--- config.mk ---
export PLATFORM = sky130hd
export DESIGN_NAME = spike_router
export DESIGN_NICKNAME = d
export VERILOG_FILES = /design/src/rtl/spike_router.sv
export SDC_FILE = /design/constraint.sdc
export NUM_CORES = 1
export LEC_CHECK = 0
export BUFFER_PORTS_ARGS = -buffer_cell sky130_fd_sc_hd__buf_2
export CORE_AREA = 2 2 364 402
export DETAILED_ROUTE_END_ITERATION = 8
export DIE_AREA = 0 0 366 404
export PLACE_DENSITY_LB_ADDON = 0.12
export SLEW_MARGIN = 10
export SYNTH_ARGS = -nofsm -noshare
export SYNTH_HDL_FRONTEND = slang
export SYNTH_SLANG_ARGS = --single-unit
--- constraint.sdc ---
create_clock -name clk -period 13.17 [get_ports clk]
set_input_delay 1.317 -clock clk [delete_from_list [all_inputs] [get_ports clk]]
set_output_delay 1.317 -clock clk [all_outputs]
set_load 0.1 [all_outputs]
--- src/rtl/spike_router.sv ---
// 5-port XY mesh router: per-input FIFO, per-output round-robin arbiter and output register.
// Latency: one edge from FIFO push to out_valid. in_ready is registered !full; off-mesh heads are dropped and counted.
module spike_router #(
  parameter int ROWS       = 2,
  parameter int COLS       = 2,
  parameter int X_ID       = 0,
  parameter int Y_ID       = 0,
  parameter int DATA_WIDTH = 32,
  parameter int FIFO_DEPTH = 4,
  localparam int XW = (COLS > 1) ? $clog2(COLS) : 1,
  localparam int YW = (ROWS > 1) ? $clog2(ROWS) : 1,
  localparam int FW = XW + YW + DATA_WIDTH
) (
  input  logic          clk,
  input  logic          rst,
  input  logic [5*FW-1:0] in_flit,
  input  logic [4:0]    in_valid,
  output logic [4:0]    in_ready,
  output logic [5*FW-1:0] out_flit,
  output logic [4:0]    out_valid,
  input  logic [4:0]    out_ready,
  output logic [15:0]   drop_count
);

  localparam int AW = (FIFO_DEPTH > 1) ? $clog2(FIFO_DEPTH) : 1;
  localparam logic [AW:0]   FULL = FIFO_DEPTH[AW:0];
  localparam logic [XW-1:0] XID  = X_ID[XW-1:0];
  localparam logic [YW-1:0] YID  = Y_ID[YW-1:0];
  localparam bit EDGE_E = (X_ID == COLS - 1);
  localparam bit EDGE_W = (X_ID == 0);
  localparam bit EDGE_N = (Y_ID == 0);
  localparam bit EDGE_S = (Y_ID == ROWS - 1);

  logic [FW-1:0] head [5];
  logic [2:0]    route [5];
  logic [4:0]    req_ok;
  logic [4:0]    drop;
  logic [4:0]    pop;
  logic [4:0]    gvec [5];

  for (genvar p = 0; p < 5; p++) begin : g_in
    logic [FW-1:0] mem [FIFO_DEPTH];
    logic [AW-1:0] wp, rp;
    logic [AW:0]   cnt, cnt_nx;
    logic          rdy_r, push, hv, off;
    logic [2:0]    dir;
    logic [XW-1:0] dx;
    logic [YW-1:0] dy;

    assign push        = in_valid[p] & rdy_r;
    assign in_ready[p] = rdy_r;
    assign hv          = (cnt != '0);
    assign head[p]     = mem[rp];
    assign dx          = mem[rp][FW-1 -: XW];
    assign dy          = mem[rp][DATA_WIDTH +: YW];

    always_comb begin
      cnt_nx = cnt + {{AW{1'b0}}, push} - {{AW{1'b0}}, pop[p]};
    end

    always_ff @(posedge clk or negedge rst) begin
      if (!rst) begin
        wp    <= '0;
        rp    <= '0;
        cnt   <= '0;
        rdy_r <= 1'b0;
      end else begin
        if (push)   wp <= wp + 1'b1;
        if (pop[p]) rp <= rp + 1'b1;
        cnt   <= cnt_nx;
        rdy_r <= (cnt_nx != FULL);
      end
    end

    // Storage needs no reset: the counter alone defines what is valid.
    always_ff @(posedge clk) begin
      if (push) mem[wp] <= in_flit[p*FW +: FW];
    end

    always_comb begin
      dir = 3'd0;
      off = 1'b0;
      if (dx > XID) begin
        dir = 3'd2;
        off = EDGE_E;
      end else if (dx < XID) begin
        dir = 3'd4;
        off = EDGE_W;
      end else if (dy > YID) begin
        dir = 3'd3;
        off = EDGE_S;
      end else if (dy < YID) begin
        dir = 3'd1;
        off = EDGE_N;
      end
    end

    assign route[p]  = dir;
    assign req_ok[p] = hv & ~off;
    assign drop[p]   = hv & off;
  end

  for (genvar o = 0; o < 5; o++) begin : g_out
    logic [4:0]    req;
    logic [2:0]    ptr, gidx;
    logic          gany, accept, ovld;
    logic [FW-1:0] oflit;
    int            j;

    assign accept = ~ovld | out_ready[o];

    always_comb begin
      for (int i = 0; i < 5; i++) req[i] = req_ok[i] && (route[i] == 3'(o));
    end

    // Round-robin: scan upward from ptr, wrapping 4 -> 0.
    always_comb begin
      gany = 1'b0;
      gidx = ptr;
      j    = 0;
      for (int k = 0; k < 5; k++) begin
        j = int'(ptr) + k;
        if (j >= 5) j = j - 5;
        if (!gany && accept && req[j[2:0]]) begin
          gany = 1'b1;
          gidx = j[2:0];
        end
      end
    end

    always_comb begin
      gvec[o] = '0;
      if (gany) gvec[o][gidx] = 1'b1;
    end

    always_ff @(posedge clk or negedge rst) begin
      if (!rst) begin
        ovld  <= 1'b0;
        oflit <= '0;
        ptr   <= '0;
      end else if (gany) begin
        ovld  <= 1'b1;
        oflit <= head[gidx];
        ptr   <= (gidx == 3'd4) ? 3'd0 : gidx + 3'd1;
      end else if (out_ready[o]) begin
        ovld  <= 1'b0;
      end
    end

    assign out_valid[o]        = ovld;
    assign out_flit[o*FW +: FW] = oflit;
  end

  // Each head routes to exactly one output, so grants never collide on an input.
  always_comb begin
    pop = drop;
    for (int o = 0; o < 5; o++) pop = pop | gvec[o];
  end

  logic [15:0] dcnt;
  logic [16:0] dsum;

  always_comb begin
    dsum = {1'b0, dcnt};
    for (int i = 0; i < 5; i++) dsum = dsum + {16'd0, drop[i]};
  end

  always_ff @(posedge clk or negedge rst) begin
    if (!rst) dcnt <= '0;
    else      dcnt <= dsum[16] ? 16'hFFFF : dsum[15:0];
  end

  assign drop_count = dcnt;

endmodule

Yosys cells after proc, flatten, opt, wreduce, memory -nomap -nowiden --
Memories as Yosys holds them, arrays and structs flattened. Cells that the tools add are included.
Word-level totals: logic and storage cells 602, register bits 246, memories kept 5, output and inout port bits 196, memory bits (writable) 680, input port bits 182
Operators by class: order comparisons 85, bitwise logic cells 40, muxes and demuxes 221, reductions and logical operators 110, eq/ne operators 30, add/subtract/negate cells 75
Memory list:
- g_in[0].mem | words 4, bits a word 34, read ports 1, clocked after memory_dff 0, write ports 1, line 42 | logic [FW-1:0] mem [FIFO_DEPTH];
- g_in[1].mem | words 4, bits a word 34, read ports 1, clocked after memory_dff 0, write ports 1, line 42
- g_in[2].mem | words 4, bits a word 34, read ports 1, clocked after memory_dff 0, write ports 1, line 42
- g_in[3].mem | words 4, bits a word 34, read ports 1, clocked after memory_dff 0, write ports 1, line 42
- g_in[4].mem | words 4, bits a word 34, read ports 1, clocked after memory_dff 0, write ports 1, line 42
Operator list (number):
- $bmux 34 s3 | 5
- $mux 34 | 10
- $mux 3 | 66
- $lt 3x4->1 const B | 30
- $mux 1 | 100
- $ge 4x3->1 const B | 20
- $bmux 1 s3 | 25
- $logic_and 1x1->1 | 75
- $sub 3x3->3 const B | 25
- $add 17x1->17 | 4
- $add 3x2->4 const B | 10
- $eq 3x2->1 const B | 10
- $eq 3x3->1 const B | 10
- $mux 5 | 5
- $or 5x5->5 | 5
- $add 2x1->2 const B | 10
- $add 3x1->4 const B | 5
- $add 3x3->4 const B | 5
- $ge 4x4->1 const B | 5
- $logic_not 1->1 | 20
- $not 3->4 | 5
- $add 16x1->17 | 1
- $mux 16 | 1
- $add 3x1->3 | 5
- 16 further kinds | 104

Logic depth before layout (Yosys ltp) --
Gate-level depths: netlist (run 1). An unclocked memory read counts as a cell.
depth in word-level cells 41, gate-level depth with buffers 26, mapped depth without buffers 23

Worst setup path before layout (run 1) --
OpenSTA, ideal clock, no wires.
path kind reg-to-reg, start register g_out[2].ptr[0], end register g_in[1].rdy_r, arrival 5.641 ns, setup slack 7.404 ns, setup time 0.125 ns, required time 13.045 ns, clock period less this slack 5.766 ns, buffers on the path 4, stages on the path, launching flop included 24, path through dfrtp_1 clkbuf_1 buf_2 clkinv_1 ha_1 and3b_1 o31a_1 o21a_1 o211a_1 or3_1 or4_1 buf_2 mux2_4 a31o_1 buf_2 a211oi_2 inv_1 ha_1 inv_1 ha_1 fa_1 xnor2_1 xnor2_1 nand2_1
On the way: word-level cells in the longest chain between the ends 32, elaborated cells between the ends (all ways) 63, those cells by class 10 x add/sub; 7 x order compare; 1 x eq/ne; 28 x mux; 3 x bitwise; 14 x reduce/logical
RTL lines:
- start: declaration | line 105 | logic [2:0] ptr, gidx;
- start signal: assignment | line 144 | ptr <= (gidx == 3'd4) ? 3'd0 : gidx + 3'd1;
- parallel branches: the longest is 26 deep, another holds $add 3x1->4
- $mux 5 * | line 133 | if (gany) gvec[o][gidx] = 1'b1;
- $or 5x5->5 * (3 in a row) | line 157 | for (int o = 0; o < 5; o++) pop = pop | gvec[o];
- named net pop[1] | line 38 | logic [4:0] pop;
- $sub 3x1->3 * | line 58 | cnt_nx = cnt + {{AW{1'b0}}, push} - {{AW{1'b0}}, pop[p]};
- named net g_in[1].cnt_nx[2] | line 44 | logic [AW:0] cnt, cnt_nx;
- $ne 3x3->1 * | line 71 | rdy_r <= (cnt_nx != FULL);
- end signal: assignment | line 71
- end: declaration | line 45 | logic rdy_r, push, hv, off;
Mark *: on every way through the listed nets, which the timed path passes. The select of a mux whose other input is x is not followed. A chain may end at the register's enable or synchronous reset.

Final worst setup path (run 1) --
start register g_out[3].ptr[1], end register g_in[2].rdy_r
On the way: word-level cells in the longest chain between the ends 31, elaborated cells between the ends (all ways) 62, those cells by class 10 x add/sub; 7 x order compare; 1 x eq/ne; 28 x mux; 2 x bitwise; 14 x reduce/logical
RTL lines (line):
- start: declaration | 105
- start signal: assignment | 144
- parallel branches: the longest is 26 deep, another holds $add 3x1->4
- $mux 5 * | 133
- $or 5x5->5 * (2 in a row) | 157
- named net pop[2] | 38
- $sub 3x1->3 * | 58
- named net g_in[2].cnt_nx[2] | 44
- $ne 3x3->1 * | 71
- end signal: assignment | 71
- end: declaration | 45
Marked as above.

==> results.toml, run 1 <==
[timing]
setup_viol = 0
fmax_ghz = 0.1344
period_share_pct = 56.51
finClkSkew_ps = 42.76
finalSetupTns_ps = 0
period_minus_slack_ps = 7442
worstMarginPinSlew_ps = 1299
rsz0062_at_grt = "no"
slew_violations = 0
slew_headroom_pct = 12.47
hold_viol = 0

[placed_design]
hpwl_mm = 104.5
gp_congestion = 0.8729
io_buffers = 325

[clock_tree]
postCtsSetupBuffers = 0
cts.sinks = 869
clock_latency_ps = 740
postCtsHoldBufs = 0
htree_levels = 3
numCtsBuffers = 98
tritoncts = "built"
clock_path_buffers = 3
clk_pin_slew_worst_paths_ps = 80
root_buffer = "clkbuf_16"
postCtsResizedCells = 0

[final_layout]
mostFrequentLayoutCell = "edfxtp_1"
drive_gt1_share_pct = 25.50
num-nets-final = 3475
synthToLayoutAreaGrowth_pct = 16.13
fillCellCount = 14170
most-common-layout-cells = "edfxtp_1, buf_2, nand2_1"

[worst_setup_path]
crit_slowest_cell = "a211oi_2"
reg2regPathDepth = 22
crit_buf_inv = 5
slowest_delay_ps = 1060
r2r-end = "g_in[2].rdy_r"
cp-end-kind = "flop"
critical_path_peak_fanout = 22
reg2reg_from = "g_out[3].ptr[1]"
worst-setup-path-type = "flop to flop"
critPathArrivalTime_ps = 8040
path_cells = "inv_1 > ha_1 > ha_1 > a31oi_1 > xnor2_1 > mux2i_1 > a211oi_1 > a21o_1 > a32oi_1 > o22ai_2 > buf_4 > inv_1 > a211oi_2 > a221o_1 > ha_1 > inv_1 > ha_1 > inv_1 > fa_1 > xnor2_1 > xnor2_1 > nand3b_1"
crit_start = "g_out[3].ptr[1]"
critical-path-top-delay-family = "compound AO/OA/AOI/OAI gates"
required_ps = 13770
regToRegSetupSlack_ps = 5730
critical_path.startpoint_type = "flop"

[global_routing]
antenna_found_initial = 47
grt_overflow = 0
grt_start_max_net_pins = 74
grt_pass1_wl_mm = 208.9
grt_usage_pct = 19.67
grt_pass1_vias = 26940

[outcome]
status = "finished clean"

[job]
cap_violations = 0

[drt]
drtIter0Drc = 2421
first_pass_iters = 6
routed_wl_mm = 148.7
viasPerCell = 5.238
drc = 0
post_drt_wl_per_cell_um = 28.39
vias = 27430
ant_nets = 0

[die]
row_count = 146
num_io_pins = 378
die_y_um = 404
start_util_pct = 28.93
dieArea_um2 = 147900
core_um2 = 143600
die_w_um = 366

[synthesis]
synthArstFlopShare_pct = 21.75
synth_flop_cell = "edfxtp_1"
avgSynthCellArea_um2 = 14.00
synth_warnings = 0
ys_ff_latch = 869
synth_edf_count = 680
synth_area_um2 = 41540
seq_area_frac_synth_pct = 60.54
netlist_instances = 2968
yosysUniqueCellTypes = 92

[min_path]
worstHoldPathType = "flop to flop"
whs_path_depth = 0
holdPathEnd = "g_out[1].oflit[28]"
hold_path_startpoint = "g_out[1].oflit[28]"
metal layers:
metal | up-vias | GRT usage [%] | wire length (um)
li1 | 12140 | - | -
met1 | 14100 | 25.50 | 61980
met2 | 930 | 33.40 | 73450
met3 | 241 | 3.413 | 8278
met4 | 24 | 6.317 | 4836
met5 | - | 0 | 131
cells by family after synthesis:
family / share of synthesized area [%]
flip-flops: 60.54
other: 0.009027
AO/OA/AOI/OAI: 11.86
adder cells (fa/ha/maj): 2.193
AND/OR/NAND/NOR: 7.554
buffers and inverters: 3.837
XOR/XNOR: 0.7590
multiplexers: 13.25
Yosys cell counts (all sizes together) (60+ instances only):
master,number,area (um^2)
mux2i,103,1031
dfrtp,189,4730
a221o,68,680.7
nand2,206,773.2
ha,60,750.7
buf,124,770.7
clkbuf,155,583.1
edfxtp,680,20420
o21ai,79,399.1
nor2,138,520.5
inv,61,229.0
a21oi,130,654.4
mux4,177,3986
a22oi,72,540.5
a31oi,70,437.9
layout make-up:
cell class	count	area [um^2]	area share, %
Inverter	64	240.2	0.4979
Timing Repair Buffer	386	2095	4.342
Clock buffer	132	2721	5.641
Sequential cell	869	25160	52.15
Tap cell	1924	2407	4.990
Antenna cell	7	17.52	0.03631
Multi-Input combinational cell	1806	15110	31.33
Clock inverter	49	488.0	1.011
sequential cells by signal, indices dropped and copies added, names as in the netlist:
signal and cells:
g_in.cnt 15, g_in.mem 680, g_in.rdy_r 5, g_in.rp 10, g_in.wp 10, g_out.oflit 136, g_out.ovld 4, g_out.ptr 9
stage by stage:
| step | cell area [um^2] | hold slack, ps | setup WS [ps] | util (%) | instances |
|---|---|---|---|---|---|
| 6_report | 48240 | 366.1 | 5728 | 33.60 | 5237 |
| 5_1_grt | 48230 | 378.1 | 5320 | 33.59 | 5230 |
| 4_1_cts | 48230 | 371.3 | 5839 | 33.59 | 5230 |
| 3_5_place_dp | 45020 | 360.4 | 5862 | 31.35 | 5049 |
| 3_3_place_gp | 45020 | 359.7 | 5872 | 31.35 | 5049 |
| 2_1_floorplan | 41730 | 465.5 | 7404 | - | 3018 |
how the worst max path moves through the flow:
| stage | cells past startpoint | end |
|---|---|---|
| after floorplan | 23 | g_in[1].rdy_r |
| after global placement | 22 | g_in[2].rdy_r |
| after detailed placement | 22 | g_in[2].rdy_r |
| after CTS | 22 | g_in[2].rdy_r |
| after global routing | 22 | g_in[2].rdy_r |
| final | 22 | g_in[2].rdy_r |
Power of run 1 is left out: the tool's default activity adds up to more than one toggle a clock period on the data nets, which glitch-free logic cannot reach.
==> inputs of run 2 (changes only) <==
==> constraint.sdc (replaced) <==
create_clock -name clk -period 6.82 [get_ports clk]
set_input_delay 0.682 -clock clk [delete_from_list [all_inputs] [get_ports clk]]
set_output_delay 0.682 -clock clk [all_outputs]
set_load 0.1 [all_outputs]
==> results.toml, run 2 (same netlist as run 1, synthesis figures left out) <==
[global_routing]
grt_start_max_net_pins = 92
grt_overflow = 0
grt_pass1_wl_mm = 210.2
antenna_found_initial = 48
grt_pass1_vias = 27010
grt_usage_pct = 19.82

[die]
die_y_um = 404
row_count = 146
core_um2 = 143600
num_io_pins = 378
die_w_um = 366
start_util_pct = 28.93
dieArea_um2 = 147900

[timing]
slew_headroom_pct = 20.82
rsz0062_at_grt = "no"
hold_viol = 0
slew_violations = 0
finalSetupTns_ps = 0
period_minus_slack_ps = 6245
fmax_ghz = 0.1601
worstMarginPinSlew_ps = 1181
setup_viol = 0
finClkSkew_ps = 46.91
period_share_pct = 91.57

[drt]
vias = 27480
routed_wl_mm = 148.9
ant_nets = 0
drtIter0Drc = 2270
post_drt_wl_per_cell_um = 28.28
first_pass_iters = 6
drc = 0
viasPerCell = 5.221

[worst_setup_path]
crit_slowest_cell = "dfrtp_1"
critical-path-top-delay-family = "simple AND/OR/NAND/NOR gates"
critical_path_peak_fanout = 11
crit_start = "g_out[3].ptr[1]"
required_ps = 7410
cp-end-kind = "flop"
worst-setup-path-type = "flop to flop"
cpMostUsedCell = "inv_1"
reg2reg_from = "g_out[3].ptr[1]"
regToRegSetupSlack_ps = 570
critPathArrivalTime_ps = 6830
path_cells = "inv_1 > ha_1 > inv_1 > o311ai_0 > and2_1 > a2111oi_0 > nor4_1 > nor2_1 > nand3_1 > nor2_1 > nor4_1 > buf_4 > a211oi_2 > inv_1 > ha_1 > inv_1 > ha_1 > fa_1 > xnor2_1 > xnor2_1 > nand2_1"
critical_path.startpoint_type = "flop"
slowest_delay_ps = 610
crit_buf_inv = 5

[clock_tree]
htree_levels = 3
postCtsSetupBuffers = 0
clock_latency_ps = 720
clock_path_buffers = 3
numCtsBuffers = 99
clk_pin_slew_worst_paths_ps = 60
tritoncts = "built"
root_buffer = "clkbuf_16"
cts.sinks = 869

[final_layout]
final_cells = 5263
largest_reg_flops = 680
most-common-layout-cells = "edfxtp_1, buf_2, nand2_1"
synthToLayoutAreaGrowth_pct = 16.86
finish.instance_area_um2 = 48550
post-route-util_pct = 33.81
reg_top3 = "g_in.mem x680, g_out.oflit x136, g_in.cnt x15"
top_register = "g_in.mem"
drive_gt1_share_pct = 25.98
num-nets-final = 3504
mostFrequentLayoutCell = "edfxtp_1"

[min_path]
worstHoldPathType = "input pin to flop"
hold_path_startpoint = "out_ready[1]"

[placed_design]
dp.cells = 5076
dpl_cell_area_um2 = 45250
hpwl_mm = 105.8
io_buffers = 325
gp_congestion = 0.8668

[outcome]
status = "finished clean"

[job]
cap_violations = 0
## run 2: changes by cell type in the layout (fill, tap and decap cells not counted), moves of 2 or more
cell       before  now
buf_12          0    2
buf_4          61   86
bufinv_16       5   12
clkbuf_8       12    3
clkinv_1       10   16
clkinv_2       16   18
diode_2         7    2
inv_6           6    4
nor3_2          3    1
## run 2: repair_timing
action / in CTS / in global routing
hold endpoints to repair: 48 / 0
hold buffers: 1 / 0
gates resized for setup: 0 / 0
## run 2: final timing paths
path | endpoint | cells after the start
worst min-delay path | g_out[1].ovld | 2
min in group asynchronous | g_in[3].cnt[2] | 2
worst min register to register | g_out[1].oflit[28] | 0
worst max-delay path | g_in[1].rdy_r | 21
max in group asynchronous | g_in[4].rp[1] | 3
worst max register to register | g_in[1].rdy_r | 21
## run 2: cell type report
type                            instances  area (um^2)
Timing Repair Buffer                  414         2332
Clock buffer                          122         2594
Tap cell                             1924         2407
Antenna cell                            2        5.005
Fill cell                           14210        95030
Sequential cell                       869        25160
Clock inverter                         62        693.2
Multi-Input combinational cell       1806        15120
Inverter                               64        240.2
## run 2: worst register-to-register path, delay by kind of cell (launching register included)
kind / cells / cell delay (ps)
xor gates and xnor gates: 2 / 330
adders and majority gates: 4 / 1340
AOI/OAI and AO/OA: 3 / 1210
and+or+nand+nor: 7 / 1770
buffers and inverters: 5 / 840
DFF: 1 / 610
## run 2: stage by stage
step                      hold WS (ps)  setup slack [ps]
after floorplan                  386.4              1054
after global placement           359.7             621.7
after detailed placement         360.4             665.1
after CTS                        47.40             686.9
after global routing             94.28             137.1
final                            110.6             574.8
## run 2: routing by layer
layer  up-vias  wire, um  global-route usage, %
met5         -       187                      0
met4        30      4867                  6.332
met3       236      9290                  4.015
li1      12180         -                      -
met1     14080     60770                  25.15
met2       958     73740                  33.85
Power of run 2 is left out for the same reason.
==> inputs of run 3 (changes only) <==
--- a/config.mk
+++ b/config.mk
@@ -6,6 +6,8 @@
 export NUM_CORES = 1
 export LEC_CHECK = 0
 export BUFFER_PORTS_ARGS = -buffer_cell sky130_fd_sc_hd__buf_2
+export CELL_PAD_IN_SITES_DETAIL_PLACEMENT = 1
+export CELL_PAD_IN_SITES_GLOBAL_PLACEMENT = 2
 export CORE_AREA = 2 2 364 402
 export DETAILED_ROUTE_END_ITERATION = 8
 export DIE_AREA = 0 0 366 404
==> results.toml, run 3 (same netlist as run 1, synthesis figures left out) <==
[drt]
drtIter0Drc = 2030
first_pass_iters = 5
viasPerCell = 5.293
post_drt_wl_per_cell_um = 29.70
routed_wl_mm = 156.6
ant_nets = 0
drc = 0
vias = 27910

[final_layout]
largest_reg_flops = 680
register_area_um2 = 25160
reg_top3 = "g_in.mem x680, g_out.oflit x136, g_in.cnt x15"
mostFrequentLayoutCell = "edfxtp_1"
synthToLayoutAreaGrowth_pct = 17.21
most-common-layout-cells = "edfxtp_1, buf_2, nand2_1"
top_register = "g_in.mem"
post-route-util_pct = 33.91
drive_gt1_share_pct = 26.27
fillCellCount = 15100
num-nets-final = 3511
multi_input_area_um2 = 15100
finish.instance_area_um2 = 48690
final_cells = 5272

[worst_setup_path]
critical_path.startpoint_type = "flop"
required_ps = 7410
cp-end-kind = "flop"
critPathArrivalTime_ps = 6920
critical-path-top-delay-family = "compound AO/OA/AOI/OAI gates"
cpMostUsedCell = "ha_1"
slowest_delay_ps = 630
path_cells = "clkinvlp_4 > ha_1 > ha_1 > buf_4 > xnor2_1 > nand3_1 > a2111oi_0 > a211o_1 > nand2_1 > or4_1 > o311a_1 > o211a_1 > nor3b_1 > buf_4 > a221o_1 > ha_1 > inv_1 > ha_1 > inv_1 > fa_1 > xnor2_1 > xnor2_1 > nand3b_1"
worst-setup-path-type = "flop to flop"
crit_buf_inv = 5
crit_slowest_cell = "or4_1"
critical_path_peak_fanout = 11

[die]
start_util_pct = 28.93
dieArea_um2 = 147900
die_w_um = 366
row_count = 146
num_io_pins = 378
core_um2 = 143600
die_y_um = 404

[global_routing]
grt_usage_pct = 20.97
met1_usage_pct = 26.11
grt_start_max_net_pins = 122
grt_pass1_wl_mm = 223.1
grt_overflow = 0
grt.busiest_layer = "met2"
antenna_found_initial = 27
grt_pass1_vias = 29430
grtUsageMet3_pct = 2.675
met2_usage_pct = 36.96

[clock_tree]
clk_pin_slew_worst_paths_ps = 60
clock_path_buffers = 3
cts.sinks = 869
numCtsBuffers = 99
htree_levels = 3
clock_latency_ps = 730
tritoncts = "built"
root_buffer = "clkbuf_16"
postCtsSetupBuffers = 0

[timing]
setup_viol = 0
period_minus_slack_ps = 6331
rsz0062_at_grt = "no"
hold_viol = 0
period_share_pct = 92.82
finalSetupTns_ps = 0
slew_violations = 0
slew_headroom_pct = 23.83
finClkSkew_ps = 52.74
worstMarginPinSlew_ps = 1143
fmax_ghz = 0.1580

[placed_design]
io_buffers = 325
gp_congestion = 0.8347
dpl_cell_area_um2 = 45280
hpwl_mm = 112.4
dp.cells = 5083

[outcome]
status = "finished clean"

[min_path]
worstHoldPathType = "input pin to flop"

[job]
cap_violations = 0
[run 3: timing repair]
action / 4_1_cts / 5_1_grt
endpoints found under the hold margin: 39 / 0
gates resized for setup: 0 / 1
hold buffers: 1 / 0
endpoints found under the setup margin: 0 / 1
[run 3: routing by layer]
metal | routed length (um) | vias to the layer above
met4 | 6437 | 4
li1 | - | 12200
met1 | 64550 | 14690
met2 | 79520 | 781
met5 | 21 | -
met3 | 6050 | 231
[run 3: metrics by stage]
step | hold WS [ps] | worst slack [ps]
4_1_cts | 65.39 | 420.5
3_5_place_dp | 361.7 | 421.6
6_report | 126.8 | 489.4
5_1_grt | 89.00 | 61.44
2_1_floorplan | 386.4 | 1054
3_3_place_gp | 359.7 | 616.9
[run 3: final timing paths]
path | from | end | slack [ps] | depth (start not counted)
hold / removal | out_ready[1] | g_out[1].ovld | 130 | 2
max in group asynchronous | rst | g_in[1].rp[0] | 4860 | 3
setup reg to reg | g_out[2].ptr[0] | g_in[2].rdy_r | 490 | 23
hold reg to reg | g_out[1].oflit[19] | g_out[1].oflit[19] | 370 | 0
setup / recovery | g_out[2].ptr[0] | g_in[2].rdy_r | 490 | 23
min in group asynchronous | rst | g_in[3].wp[0] | 560 | 2
[run 3: cell type report]
cell class,count,area share [%]
flip-flops and latches,869,51.67
multi-input cells,1806,31.02
clock buffers,111,5.180
well taps,1924,4.944
repair buffers,421,4.897
clock inverters,75,1.783
inverters,64,0.5011
diodes,2,0.01028
Power of run 3 is left out for the same reason.
